File: src/rtl/seg7_scan_display.sv
// Multiplexed common-anode 7-segment driver for a 16-bit value, shown in decimal
// (sequential double-dabble) or hex, with optional leading-zero blanking.
module seg7_scan_display #(
  parameter int CLK_DIV_BITS = 17,
  parameter int DIGITS       = 8
) (
  input  logic              clk,
  input  logic              rst,
  input  logic [15:0]       value,
  input  logic              load,
  input  logic              hex_mode,
  input  logic              blank_lz,
  output logic              busy,
  output logic [DIGITS-1:0] digit_sel,
  output logic [7:0]        seg
);

  localparam int IDX_W = $clog2(DIGITS);

  typedef enum logic [1:0] {
    IDLE,
    SHIFT,
    COMMIT
  } state_t;

  state_t            state;
  logic [3:0]        bit_cnt;
  logic [15:0]       bin;
  logic [19:0]       bcd;
  logic [19:0]       bcd_adj;
  logic              conv_hex;

  logic [4:0][3:0]   disp_buf;
  logic              disp_hex;

  logic [CLK_DIV_BITS-1:0] div;
  logic [IDX_W-1:0]        index;

  logic [3:0]        cur_digit;
  logic              cur_shown;
  logic              cur_zero_up;
  logic [7:0]        seg_next;

  function automatic logic [7:0] decode(input logic [3:0] d);
    case (d)
      4'h0: decode = 8'hC0;
      4'h1: decode = 8'hF9;
      4'h2: decode = 8'hA4;
      4'h3: decode = 8'hB0;
      4'h4: decode = 8'h99;
      4'h5: decode = 8'h92;
      4'h6: decode = 8'h82;
      4'h7: decode = 8'hF8;
      4'h8: decode = 8'h80;
      4'h9: decode = 8'h90;
      4'hA: decode = 8'h88;
      4'hB: decode = 8'h83;
      4'hC: decode = 8'hC6;
      4'hD: decode = 8'hA1;
      4'hE: decode = 8'h86;
      default: decode = 8'h8E;
    endcase
  endfunction

  // Double-dabble correction: every BCD nibble of 5 or more gets +3 before the shift.
  always_comb begin
    bcd_adj = bcd;
    for (int n = 0; n < 5; n++) begin
      if (bcd[4*n +: 4] >= 4'd5) bcd_adj[4*n +: 4] = bcd[4*n +: 4] + 4'd3;
    end
  end

  // NOTE: non-blocking assignments throughout, so each SHIFT edge reads the previous bcd/bin.
  always_ff @(posedge clk or posedge rst) begin
    if (rst) begin
      state    <= IDLE;
      busy     <= 1'b0;
      bit_cnt  <= 4'd0;
      bin      <= 16'd0;
      bcd      <= 20'd0;
      conv_hex <= 1'b0;
      disp_buf <= '0;
      disp_hex <= 1'b0;
    end else begin
      unique case (state)
        IDLE: begin
          if (load) begin
            bin      <= value;
            conv_hex <= hex_mode;
            bcd      <= 20'd0;
            bit_cnt  <= 4'd0;
            busy     <= 1'b1;
            state    <= hex_mode ? COMMIT : SHIFT;
          end
        end
        SHIFT: begin
          bcd     <= {bcd_adj[18:0], bin[15]};
          bin     <= {bin[14:0], 1'b0};
          bit_cnt <= bit_cnt + 4'd1;
          if (bit_cnt == 4'd15) state <= COMMIT;
        end
        COMMIT: begin
          // The only place the display buffer changes, so the scan never sees partial results.
          disp_buf <= conv_hex ? {4'h0, bin} : bcd;
          disp_hex <= conv_hex;
          busy     <= 1'b0;
          state    <= IDLE;
        end
        default: state <= IDLE;
      endcase
    end
  end

  // NOTE: every always_comb output gets a default first, which rules out latches.
  always_comb begin
    cur_digit   = 4'd0;
    cur_shown   = 1'b0;
    cur_zero_up = 1'b1;
    for (int i = 0; i < 5; i++) begin
      if (index == IDX_W'(i)) begin
        cur_digit = disp_buf[i];
        cur_shown = (i < 4) || !disp_hex;
      end
      if (IDX_W'(i) >= index && disp_buf[i] != 4'd0) cur_zero_up = 1'b0;
    end
    if (!cur_shown || (blank_lz && index != '0 && cur_zero_up)) seg_next = 8'hFF;
    else                                                          seg_next = decode(cur_digit);
  end

  always_ff @(posedge clk or posedge rst) begin
    if (rst) begin
      div       <= '0;
      index     <= '0;
      digit_sel <= '1;
      seg       <= 8'hFF;
    end else begin
      div <= div + 1'b1;
      if (&div) index <= (index == IDX_W'(DIGITS - 1)) ? '0 : index + 1'b1;
      digit_sel <= ~(DIGITS'(1) << index);
      seg       <= seg_next;
    end
  end

endmodule

File: config.mk
export PLATFORM = sky130hd
export DESIGN_NAME = seg7_scan_display
export DESIGN_NICKNAME = d
export VERILOG_FILES = /design/src/rtl/seg7_scan_display.sv
export SDC_FILE = /design/constraint.sdc
export NUM_CORES = 1
export LEC_CHECK = 0
export ABC_CLOCK_PERIOD_IN_PS = 3100
export CAP_MARGIN = 5
export CORE_ASPECT_RATIO = 1.4
export CORE_UTILIZATION = 25
export DETAILED_ROUTE_END_ITERATION = 10
export SLEW_MARGIN = 15
export SYNTH_ARGS = -nofsm -noshare
export SYNTH_HDL_FRONTEND = slang
export SYNTH_SLANG_ARGS = --single-unit
File: constraint.sdc
create_clock -name clk -period 3.1 [get_ports clk]
set_clock_uncertainty 0.2 [all_clocks]
set_input_delay 0.62 -clock clk [delete_from_list [all_inputs] [get_ports clk]]
set_output_delay 0.62 -clock clk [all_outputs]
set_load 0.02 [all_outputs]
==> summary.md <==
| Metric | Value |
|---|---|
| Final wirelength | `10370 µm` |
| Period minus WS final | `2.859 ns` |
| Initial antenna violation count | `0` |
| Core Util, Final | `0.3094` |
| Pin count of the biggest net entering global routing | `54` |
| Ys flop type | `dfrtp_1` |
| Maximum clock frequency | `349.7 MHz` |
| PD cells | `758.6 nW/µm²` |
| Max-cap viol count | `0` |
| Seq pwr share | `0.427` |
| Gate power share | `0.296` |
| Clock network fraction of design power | `0.278` |
| Vias per inst | `4.623` |
| DRT Pass-1 Iters | `4` |
| GRT Residual Overflow | `0` |
| Post-synthesis cell type count | `53` |
| DRC Markers | `0` |
| Dpl ws | `0.2332 ns` |
| Total track usage | `0.1096` |
| Post-cts gate resize count | `0` |
| Buf+Inv Stages, Crit Path | `3` |
| Slew margin rel. | `0.3493` |
| Final HPWL DP | `7539 µm` |
| Critical path's slowest cell | `dfrtp_1` |
| CP top delay family | `adder cells` |
| Synth area leader | `dfrtp_1` |
| Post-route ant nets | `0` |
| Final Cycle Share | `0.9224` |
| First-iteration detailed-routing DRC count | `143` |
| I/O pins | `38` |
| Worst endpoint data arrival time | `2.91 ns` |
| Initial Util | `0.2568` |
| Nets | `580` |
| Final non-filler cell total | `787` |
| P_int | `0.003014 W` |
| Post-CTS Setup Repair Bufs | `0` |
| Warnings from Yosys | `0` |
| Post-synth top area share | `0.4277` |
| Hold buffers post-CTS | `0` |
| Worst slew pin tran | `0.9760 ns` |
| WL/cell | `13.18 µm` |
| Max H-tree Level | `3` |
| Vias in the first global route | `3605` |
| Post-Synthesis Cells | `498` |
| Critical-path cell list | `inv_1 -> ha_1 -> nand2_1 -> nor2_1 -> a211oi_1 -> o21ai_1 -> inv_1 -> ha_1 -> inv_1 -> mux4_1 -> nand2b_1` |
| Synthesized Nets | `544` |
| Layout cell share with drive strength beyond 1 | `0.09091` |
| Worst-path fanout max | `10` |
| Sequential share of the synthesized area | `0.5069` |
| Area grow syn2layout | `20.50%` |
| Async SR Flop Fraction | `1.000` |
| Sw power | `0.001532 W` |
| Total CTS buffers | `9` |
| Average cell area after synthesis | `9.987 µm²` |
| Post-synth EDFFs | `0` |
| Fin Setup TNS | `0 ns` |
| CTS tree | `yes` |
| Setup slack after layout | `0.2407 ns` |
| Flops & latches, synth | `100` |
| RSZ-0062 raised after global routing | `false` |
| Max clock buf depth | `2` |
| Slowest stage delay, CP | `0.48 ns` |
| Worst VDD drop | `317.3 µV` |
| Placed cells | `771` |
| Synth top area cells | `dfrtp_1, dfstp_2, nand2_1` |
| Worst Path Required | `3.15 ns` |
| Most used cell, CP | `inv_1` |
| Root buffer cell | `clkbuf_16` |
| Number of hold violations in the final report | `0` |
| Endpoint kind of the worst setup timing path | `register` |
| Routability congestion estimate | `0.8523` |
| Cell area after synthesis | `4974 µm²` |
| Lkg Pwr | `2.608 nW` |
| Antenna cells | `0` |
| CORE AREA | `19370 µm²` |
| Die Ht | `168.9 µm` |
| # port buffers | `36` |
| CP Class | `reg -> reg` |
| Later-pin clock latency in the skew report | `0.34 ns` |
| CP Launch Type | `register` |
| Final slew viol count | `0` |
| Vias | `3638` |
| Sw Ratio | `0.3371` |
| Die area | `20470 µm²` |
| Wire length of the first global-routing pass | `17870 µm` |
| Outcome | `completed` |
| Worst Hold Class | `reg -> reg` |
| Sink Count | `100` |
| # rows | `60` |
| Die X | `121.2 µm` |
| Setup violators final | `0` |
| CTS clk-pin slew, worst paths | `0.07 ns` |
| WHS | `0.2643 ns` |
[cells in the final DEF, fill, tap and decap left out, types with 16 or more instances in the layout]
cell type	synthesis	final
a31oi_1	18	18
clkdlybuf4s50_1	0	36
dfrtp_1	85	85
ha_1	25	25
inv_1	23	22
mux2i_1	18	18
nand2_1	85	85
nor2_1	27	27
o21ai_0	35	35
xnor2_1	16	16
[cells by family (layout without fill, tap and decap cells)]
family,Yosys count,after routing,share of synthesized area
xor+xnor,23,23,0.04050
simple gates,165,165,0.1514
mux,23,23,0.05057
compound gates,113,113,0.1487
flops,100,100,0.5069
buf+inv,48,89,0.03824
other cells,1,1,0.0007540
fa+ha+maj,25,25,0.06289
[worst register-to-register path, delay by kind of cell (launching register included)]
kind                       cells  cell delay [ns]
muxes                          1             0.45
and+or+nand+nor                3             0.30
buffers and inverters          3             0.38
adders and majority gates      2             0.52
DFF                            1             0.48
AOI/OAI and AO/OA              2             0.44
[cells in the mapped netlist, types with 2 or more instances]
cell	n
dfrtp_1	85
a31oi_1	18
and2_1	2
and3_1	8
nor3_1	2
xor2_1	7
nor4_1	4
or4_1	2
buf_1	3
clkbuf_1	17
dfstp_2	15
mux2i_1	18
o211ai_1	3
o221ai_1	2
mux2_1	2
a32o_1	6
o22ai_1	5
nand2b_1	11
o32ai_1	5
nand4_1	2
a211oi_1	2
nor2b_1	5
buf_4	2
o31ai_1	7
a21oi_1	14
o21ai_1	5
nand3_1	9
nand2_1	85
ha_1	25
o21ai_0	35
a22o_1	2
xnor2_1	16
o21a_1	2
nor3b_1	2
buf_2	2
inv_1	23
nor2_1	27
nand3b_1	2
mux2_2	2
[power by group through the flow]
stage          clock [W]  sequential (W)  combinational [W]
2_1_floorplan          0         0.00187           0.000988
3_3_place_gp           0         0.00197            0.00135
3_5_place_dp           0         0.00197            0.00137
4_1_cts          0.00130         0.00195            0.00137
5_1_grt          0.00135         0.00199            0.00153
6_report         0.00126         0.00194            0.00135
[path summary, 6_finish.rpt]
path,depth (start not counted),slack [ns],start,end
max,11,0.24,index[1]$_DFFE_PP0P_,seg[3]$_DFF_PP1_
min,1,0.26,div[4]$_DFF_PP0_,div[4]$_DFF_PP0_
max reg2reg,11,0.24,index[1]$_DFFE_PP0P_,seg[3]$_DFF_PP1_
min reg2reg,1,0.26,div[4]$_DFF_PP0_,div[4]$_DFF_PP0_
max in group asynchronous,3,1.69,rst,bcd[4]$_DFFE_PP0P_
min in group asynchronous,2,0.43,rst,index[2]$_DFFE_PP0P_
[registers in the layout, indices dropped and copies added (netlist names)]
| signal | count |
|---|---|
| bcd | 20 |
| bin | 16 |
| bit_cnt | 4 |
| busy | 1 |
| conv_hex | 1 |
| digit_sel | 8 |
| disp_buf | 20 |
| disp_hex | 1 |
| div | 17 |
| index | 3 |
| seg | 7 |
| state | 2 |
[through the flow]
step | power (W) | area [µm²]
floorplan | 0.002853 | 4977
global placement | 0.003318 | 5658
detailed placement | 0.003339 | 5658
CTS | 0.004616 | 5993
global route | 0.004869 | 5993
finish | 0.004546 | 5993
[routing by layer]
metal | vias to the layer above | routed length [µm] | global-route usage
li1 | 1810 | - | -
met1 | 1762 | 4801 | 0.1379
met2 | 52 | 5052 | 0.1853
met3 | 14 | 310 | 0.01550
met4 | 0 | 210 | 0.04777
met5 | - | 0 | 0
[layout make-up]
| class | instances | area, µm² |
|---|---|---|
| clock buffer | 11 | 232.7 |
| clock inverter | 5 | 102.6 |
| fill | 2045 | 13380 |
| inverter | 24 | 93.84 |
| multi-input combinational | 350 | 2262 |
| sequential | 100 | 2521 |
| tap | 248 | 310.3 |
| timing repair buffer | 49 | 470.5 |
Power figures use the tool's default switching activity.
